--- src/rtl/multicycle_ctrl.sv ---
// Multicycle controller FSM that sequences every Datapath control input per instruction class.
// Optional perf counters (instr_cnt, cycle_cnt) are built only when CTRL_PERF_EN is defined.
module multicycle_ctrl #(
  parameter int BOOT_WAIT = 2
`ifdef CTRL_PERF_EN
  , parameter int CNT_W = 16
`endif
) (
  input  logic             clk,
  input  logic             Rst,
  input  logic [4:0]       opcode,
  input  logic [1:0]       ALUopcode,
  input  logic [2:0]       PSW_NZC,
  output logic             Buff_MEMIns,
  output logic             ALUorNot,
  output logic             LIorMOV,
  output logic             MEMresource,
  output logic             WE_MEM,
  output logic             WBresource,
  output logic             RBresource,
  output logic             oprandB,
  output logic             LI,
  output logic             PCplus1orWB,
  output logic             WE_RF,
  output logic             Flag,
  output logic             ALUop,
  output logic             Buff_PSW,
  output logic             Branch,
  output logic [1:0]       Jump,
  output logic             Buff_PC,
  output logic             done,
  output logic             illegal,
`ifdef CTRL_PERF_EN
  output logic [CNT_W-1:0] instr_cnt,
  output logic [CNT_W-1:0] cycle_cnt,
`endif
  output logic [2:0]       state_o
);

  typedef enum logic [2:0] {
    S_BOOT, S_FETCH, S_DECODE, S_EXEC, S_MEM, S_WB, S_HALT
  } state_e;

  localparam logic [4:0] OP_ALU  = 5'b00000, OP_ADDI = 5'b00001, OP_SUBI = 5'b00010;
  localparam logic [4:0] OP_MOV  = 5'b00011, OP_LLI  = 5'b00100, OP_LHI  = 5'b00101;
  localparam logic [4:0] OP_LDRI = 5'b00110, OP_LDRR = 5'b00111, OP_STRI = 5'b01000;
  localparam logic [4:0] OP_STRR = 5'b01001, OP_OUTR = 5'b01010;
  localparam logic [4:0] OP_BCC  = 5'b10000, OP_BCS  = 5'b10001, OP_BNE  = 5'b10010;
  localparam logic [4:0] OP_BEQ  = 5'b10011, OP_BAL  = 5'b10100, OP_HLT  = 5'b11111;
  localparam logic [3:0] BOOT_LAST = 4'(BOOT_WAIT - 1);

  state_e     state_q, state_d;
  logic [3:0] boot_cnt_q, boot_cnt_d;
  logic [4:0] op_q, op_d;
  logic [1:0] func_q, func_d;
  logic       illegal_q, illegal_d;
  logic       unused_n;

  assign unused_n = PSW_NZC[2];
  assign state_o  = state_q;

  function automatic logic is_branch(input logic [4:0] op);
    return (op == OP_BCC) || (op == OP_BCS) || (op == OP_BNE) ||
           (op == OP_BEQ) || (op == OP_BAL);
  endfunction

  function automatic logic is_legal(input logic [4:0] op);
    return (op <= OP_OUTR) || is_branch(op) || (op == OP_HLT);
  endfunction

  function automatic logic is_ldr(input logic [4:0] op);
    return (op == OP_LDRI) || (op == OP_LDRR);
  endfunction

  function automatic logic is_str(input logic [4:0] op);
    return (op == OP_STRI) || (op == OP_STRR);
  endfunction

  // Instructions that retire in DECODE: branches, OUTR and unknown opcodes (NOP).
  function automatic logic is_short(input logic [4:0] op);
    return is_branch(op) || (op == OP_OUTR) || !is_legal(op);
  endfunction

  always_ff @(posedge clk) begin
    if (Rst) begin
      state_q    <= S_BOOT;
      boot_cnt_q <= 4'd0;
      op_q       <= 5'd0;
      func_q     <= 2'd0;
      illegal_q  <= 1'b0;
    end else begin
      state_q    <= state_d;
      boot_cnt_q <= boot_cnt_d;
      op_q       <= op_d;
      func_q     <= func_d;
      illegal_q  <= illegal_d;
    end
  end

  always_comb begin
    state_d    = state_q;
    boot_cnt_d = boot_cnt_q;
    op_d       = op_q;
    func_d     = func_q;
    illegal_d  = illegal_q;
    case (state_q)
      S_BOOT: begin
        if (boot_cnt_q == BOOT_LAST) state_d = S_FETCH;
        else                         boot_cnt_d = boot_cnt_q + 4'd1;
      end
      S_FETCH: state_d = S_DECODE;
      S_DECODE: begin
        op_d   = opcode;
        func_d = ALUopcode;
        if (!is_legal(opcode)) illegal_d = 1'b1;
        if (opcode == OP_HLT)       state_d = S_HALT;
        else if (is_short(opcode))  state_d = S_FETCH;
        else                        state_d = S_EXEC;
      end
      S_EXEC:  state_d = S_MEM;
      S_MEM:   state_d = is_str(op_q) ? S_FETCH : S_WB;
      S_WB:    state_d = S_FETCH;
      S_HALT:  state_d = S_HALT;
      default: state_d = S_BOOT;
    endcase
  end

  // Outputs are forced low while Rst is high so an abort never emits a write or PC pulse.
  always_comb begin
    Buff_MEMIns = 1'b0; ALUorNot = 1'b0; LIorMOV  = 1'b0; MEMresource = 1'b0;
    WE_MEM      = 1'b0; WBresource = 1'b0; RBresource = 1'b0; oprandB = 1'b0;
    LI          = 1'b0; PCplus1orWB = 1'b0; WE_RF = 1'b0; Flag = 1'b0;
    ALUop       = 1'b0; Buff_PSW = 1'b0; Branch = 1'b0; Buff_PC = 1'b0;
    done        = 1'b0;
    if (!Rst) begin
      case (state_q)
        S_FETCH: Buff_MEMIns = 1'b1;
        S_DECODE: begin
          if (opcode == OP_LHI) begin
            RBresource = 1'b1;
            LI         = 1'b1;
          end
          if ((opcode == OP_ADDI) || (opcode == OP_SUBI) ||
              (opcode == OP_LDRI) || (opcode == OP_STRI)) oprandB = 1'b1;
          if (is_short(opcode) || (opcode == OP_HLT)) Buff_PC = 1'b1;
          case (opcode)
            OP_BCC:  Branch = ~PSW_NZC[0];
            OP_BCS:  Branch =  PSW_NZC[0];
            OP_BNE:  Branch = ~PSW_NZC[1];
            OP_BEQ:  Branch =  PSW_NZC[1];
            OP_BAL:  Branch = 1'b1;
            default: Branch = 1'b0;
          endcase
        end
        S_EXEC: begin
          case (op_q)
            OP_ALU: begin
              Flag     = func_q[0];
              ALUop    = func_q[1];
              Buff_PSW = 1'b1;
            end
            OP_ADDI: Buff_PSW = 1'b1;
            OP_SUBI: begin
              ALUop    = 1'b1;
              Buff_PSW = 1'b1;
            end
            default: ;
          endcase
          if (is_str(op_q)) RBresource = 1'b1;
        end
        S_MEM: begin
          if ((op_q == OP_LLI) || (op_q == OP_LHI)) ALUorNot = 1'b1;
          if (op_q == OP_MOV) begin
            ALUorNot = 1'b1;
            LIorMOV  = 1'b1;
          end
          if (is_ldr(op_q)) MEMresource = 1'b1;
          if (is_str(op_q)) begin
            MEMresource = 1'b1;
            WE_MEM      = 1'b1;
            Buff_PC     = 1'b1;
          end
        end
        S_WB: begin
          WE_RF       = 1'b1;
          Buff_PC     = 1'b1;
          PCplus1orWB = 1'b1;
          WBresource  = is_ldr(op_q);
        end
        S_HALT:  done = 1'b1;
        default: ;
      endcase
    end
  end

  assign Jump    = 2'b00;
  assign illegal = illegal_q & ~Rst;

`ifdef CTRL_PERF_EN
  logic [CNT_W-1:0] instr_cnt_q, cycle_cnt_q;

  always_ff @(posedge clk) begin
    if (Rst) begin
      instr_cnt_q <= '0;
      cycle_cnt_q <= '0;
    end else if ((state_q != S_BOOT) && (state_q != S_HALT)) begin
      cycle_cnt_q <= cycle_cnt_q + CNT_W'(1);
      if (Buff_PC) instr_cnt_q <= instr_cnt_q + CNT_W'(1);
    end
  end

  assign instr_cnt = instr_cnt_q;
  assign cycle_cnt = cycle_cnt_q;
`endif

endmodule

--- config.mk ---
export PLATFORM = sky130hd
export DESIGN_NAME = multicycle_ctrl
export DESIGN_NICKNAME = d
export VERILOG_FILES = /design/src/rtl/multicycle_ctrl.sv
export SDC_FILE = /design/constraint.sdc
export NUM_CORES = 1
export LEC_CHECK = 0
export ABC_AREA = 1
export CAP_MARGIN = 40
export CORE_MARGIN = 3
export CORE_UTILIZATION = 45
export CTS_CLUSTER_DIAMETER = 100
export DETAILED_ROUTE_END_ITERATION = 10
export PLACE_DENSITY = 0.79
export RECOVER_POWER = 100
export SYNTH_ARGS = -nofsm -noshare
export SYNTH_HDL_FRONTEND = slang
export SYNTH_SLANG_ARGS = --single-unit
--- constraint.sdc ---
create_clock -name clk -period 1.5 [get_ports clk]
set_input_delay 0.225 -clock clk [delete_from_list [all_inputs] [get_ports clk]]
set_output_delay 0.225 -clock clk [all_outputs]
set_load 0.05 [all_outputs]
==> impl_metrics.env, run 1 <==
export IMPL_synth_most_common_cell="nand2_1"
export IMPL_synthTopCellsByArea="dfxtp_1 (29%), nand2_1 (12%), inv_1 (11%)"
export IMPL_synth_edf_count=0
export IMPL_io_pins=35
export IMPL_synthFlopType="dfxtp_1"
export IMPL_netlist_area_um2=1040
export IMPL_initial_core_util_pct=50.4
export IMPL_numCtsBuffers=3
export IMPL_cts_hold_buffers_added=0
export IMPL_place_inst=245
export IMPL_synth_top_area_share_pct=28.9
export IMPL_synth_common_cells="nand2_1 (33), inv_1 (31), nor2_1 (21)"
export IMPL_yosys_cell_types_count=26
export IMPL_cts_root_buffer="clkbuf_4"
export IMPL_ctsResizeCount=35
export IMPL_port_buffers=31
export IMPL_yosysTopAreaCell="dfxtp_1"
export IMPL_die_w_um=54.0
export IMPL_postCtsSetupRepairBufs=11
export IMPL_preCtsSetupSlack_ns=-0.477
export IMPL_yosysWarnings=0
export IMPL_dpl_hpwl_um=3190
export IMPL_async_flop_share_pct=0
export IMPL_ys_ff_latch=15
export IMPL_cts_buffer_depth=2
export IMPL_htreeDepth=1
export IMPL_syn_instance_count=171
export IMPL_std_cell_rows=16
export IMPL_clkSinkCount=15
export IMPL_die_y_um=54.0
export IMPL_gp_congestion=0.896
export IMPL_stop_stage="4_1_cts"
export IMPL_ys_seq_area_share_pct=28.9
export IMPL_avgSynthCellArea_um2=6.07
export IMPL_status="did not finish"
export IMPL_error="[ERROR DPL-0038] Utilization greater than 100%, impossible to legalize"
==> per-stage QoR <==
stage,setup TNS [ns],area [µm²]
floorplan,-0.288,1220
detailed placement,-3.71,1900
global placement,-2.15,1900
==> kinds of logic after synthesis <==
| family | after synthesis | share of synthesized area [%] |
|---|---|---|
| AND/OR/NAND/NOR | 82 | 35.3 |
| adder cells (fa/ha/maj) | 2 | 2.41 |
| buffers and inverters | 38 | 15.7 |
| other | 1 | 0.361 |
| AO/OA/AOI/OAI | 33 | 17.4 |
| flip-flops | 15 | 28.9 |
==> run 2, diff against run 1 <==
--- a/config.mk
+++ b/config.mk
@@ -7,11 +7,10 @@
 export LEC_CHECK = 0
 export ABC_AREA = 1
 export CAP_MARGIN = 40
-export CORE_MARGIN = 3
-export CORE_UTILIZATION = 45
-export CTS_CLUSTER_DIAMETER = 100
+export CORE_AREA = 3 3 64 66
 export DETAILED_ROUTE_END_ITERATION = 10
-export PLACE_DENSITY = 0.79
+export DIE_AREA = 0 0 67 69
+export PLACE_DENSITY_LB_ADDON = 0.15
 export RECOVER_POWER = 100
 export SYNTH_ARGS = -nofsm -noshare
 export SYNTH_HDL_FRONTEND = slang
==> impl_metrics.env, run 2 <==
export IMPL_end_kind="primary output"
export IMPL_grt_pass1_wl_um=5690
export IMPL_grtUsageTotal_pct=15.4
export IMPL_async_flop_share_pct=0
export IMPL_antenna_found_initial=0
export IMPL_crit_required_ns=1.27
export IMPL_cts_root_buffer="clkbuf_8"
export IMPL_min_period_over_period_pct=114
export IMPL_gr_total_overflow=0
export IMPL_rsz0062_at_grt="true"
export IMPL_layout_commonest_cell="buf_4"
export IMPL_synth_simple_area_share_pct=35.3
export IMPL_synth_top_area_share_pct=28.9
export IMPL_crit_buf_inv=3
export IMPL_yosysTopAreaCell="dfxtp_1"
export IMPL_netlist_area_um2=1040
export IMPL_synth_compound_area_share_pct=17.3
export IMPL_dpl_hpwl_um=2570
export IMPL_cts_hold_buffers_added=0
export IMPL_cts_buffer_depth=2
export IMPL_cts_tree="built"
export IMPL_violations="setup timing"
export IMPL_drc=0
export IMPL_std_cell_rows=22
export IMPL_status="complete, but fails checks"
export IMPL_synth_common_cells="nand2_1 (33), inv_1 (31), nor2_1 (21)"
export IMPL_core_area_um2=3630
export IMPL_synth_edf_count=0
export IMPL_crit_arrival_ns=1.48
export IMPL_powerDensity_nw_per_um2=1000
export IMPL_synthAdderAreaFrac_pct=2.41
export IMPL_antenna_cells=0
export IMPL_crit_type="flop to primary output"
export IMPL_avgViaCountPerCell=4.65
export IMPL_initial_core_util_pct=28.6
export IMPL_cellLeakagePower_nw=0.903
export IMPL_critPathLaunchType="flop"
export IMPL_drt_iter0_drc=56
export IMPL_dr_pass1_iters=4
export IMPL_yosysWarnings=0
export IMPL_ir_drop_uv=927
export IMPL_gp_congestion=0.855
export IMPL_numCtsBuffers=3
export IMPL_wl_per_cell_um=12.2
export IMPL_hp_class="input pin to flop"
export IMPL_slew_violations=0
export IMPL_crit_slowest_cell="dfxtp_2"
export IMPL_cp_max_fo=2
export IMPL_avgSynthCellArea_um2=6.07
export IMPL_die_w_um=67
export IMPL_synth_mux_area_share_pct=0
export IMPL_htreeDepth=1
export IMPL_syn_to_final_growth_pct=107
export IMPL_clk_latency_ns=0.25
export IMPL_critPathMaxStageDelay_ns=0.34
export IMPL_synth_top_family_by_area="simple AND/OR/NAND/NOR gates"
export IMPL_skew_ns=0.00479
export IMPL_regMostFlops="op_q"
export IMPL_synth_most_common_cell="nand2_1"
export IMPL_largest_reg_flops=5
export IMPL_yosys_cell_types_count=26
export IMPL_grt_max_degree=16
export IMPL_ant_nets=0
export IMPL_synthTopCellsByArea="dfxtp_1 (29%), nand2_1 (12%), inv_1 (11%)"
export IMPL_synth_xor_area_share_pct=0
export IMPL_port_buffers=31
export IMPL_vias=1316
export IMPL_final_net_count=250
export IMPL_power_total_mw=2.16
export IMPL_ys_ff_latch=15
export IMPL_io_pins=35
export IMPL_syn_instance_count=171
export IMPL_cp_cell_sequence="nor2_4 -> nand2_2 -> inv_2 -> nand4_1 -> buf_6 -> nor3_4 -> buf_12"
export IMPL_ys_seq_area_share_pct=28.9
export IMPL_fp_dieArea_um2=4620
export IMPL_drive_above_1_share_pct=47.7
export IMPL_setup_slack_ns=-0.208
export IMPL_synthFlopType="dfxtp_1"
export IMPL_wl_um=3440
export IMPL_clkTransAtPathRegs_ns=0.06
export IMPL_crit_family="simple AND/OR/NAND/NOR gates"
export IMPL_die_y_um=69
export IMPL_fmaxAchievable_mhz=585
export IMPL_layout_common_cells="buf_4 (30), nand2_1 (27), inv_1 (24)"
export IMPL_fin_crit_ns=1.71
export IMPL_grt_pass1_vias=1307
export IMPL_hold_viol_final=0
export IMPL_clkSinkCount=15
export IMPL_holdWs_ns=0.399
export IMPL_setup_viol=13
export IMPL_cap_violations=0
-- run 2: cell counts after synthesis --
Identical to the previous run, type by type.
-- run 2: power breakdown --
| group | internal [mW] | leakage [nW] | switching [mW] | total, mW |
|---|---|---|---|---|
| Sequential | 0.520 | 0.126 | 0.125 | 0.646 |
| Combinational | 0.503 | 0.754 | 0.680 | 1.18 |
| Clock | 0.188 | 0.0228 | 0.148 | 0.336 |
-- run 2: repair_timing --
action                                  CTS  global route
pin swaps                                11            10
endpoints found under the setup margin   17            16
gates resized for setup                  24            26
buffers inserted                          9             3
-- run 2: layout make-up --
| cell class | count | area, µm² |
|---|---|---|
| inverter | 32 | 128 |
| tap | 48 | 60.1 |
| multi-input combinational | 119 | 825 |
| sequential | 15 | 315 |
| fill | 323 | 1480 |
| timing repair buffer | 65 | 782 |
| clock buffer | 4 | 45.0 |
-- run 2: worst min-delay path: stages --
cell and delay, ns:
clkbuf_2 0.15, o21ai_0 0.19, a21oi_1 0.04
-- run 2: per-stage QoR --
step / TNS (ns) / instance area [µm²] / setup WS, ns / util [%] / cells
final: -1.14 / 2150 / -0.208 / 59.3 / 283
after global routing: -2.01 / 2150 / -0.266 / 59.3 / 283
after CTS: -1.61 / 2080 / -0.172 / 57.2 / 280
after detailed placement: -2.98 / 1920 / -0.365 / 52.8 / 267
after global placement: -2.69 / 1920 / -0.297 / 52.8 / 267
after floorplan: -0.288 / 1220 / -0.0812 / - / 172
-- run 2: logic make-up after synthesis --
kind of cell,after synthesis
fa+ha+maj,2
compound gates,33
buf+inv,38
simple gates,82
flops,15
other cells,1
-- run 2: worst paths after layout --
kind	cells after the start	startpoint	end	slack, ns
setup / recovery	7	op_q[4]	Flag	-0.21
hold / removal	3	opcode[1]	op_q[1]	0.40
setup reg to reg	7	state_o[1]	illegal_q	0.24
hold reg to reg	2	op_q[0]	op_q[0]	0.49
-- run 2: routing by layer --
metal | up-vias | share of wire [%] | GRT usage [%] | wire (µm)
met4 | 0 | 0.55 | 3.15 | 19
li1 | 666 | - | - | -
met1 | 613 | 42 | 19.2 | 1460
met3 | 2 | 4.0 | 3.42 | 138
met5 | - | 0 | 0 | 0
met2 | 35 | 53 | 26.4 | 1820
Note: power is estimated with default switching activity, not from simulation.
==> run 3, diff against run 2 <==
--- a/config.mk
+++ b/config.mk
@@ -10,6 +10,7 @@
 export CORE_AREA = 3 3 64 66
 export DETAILED_ROUTE_END_ITERATION = 10
 export DIE_AREA = 0 0 67 69
+export HOLD_SLACK_MARGIN = 0.05
 export PLACE_DENSITY_LB_ADDON = 0.15
 export RECOVER_POWER = 100
 export SYNTH_ARGS = -nofsm -noshare
==> results of run 3 <==
Same layout as run 2: the final DEF is identical, and so are final timing and power.
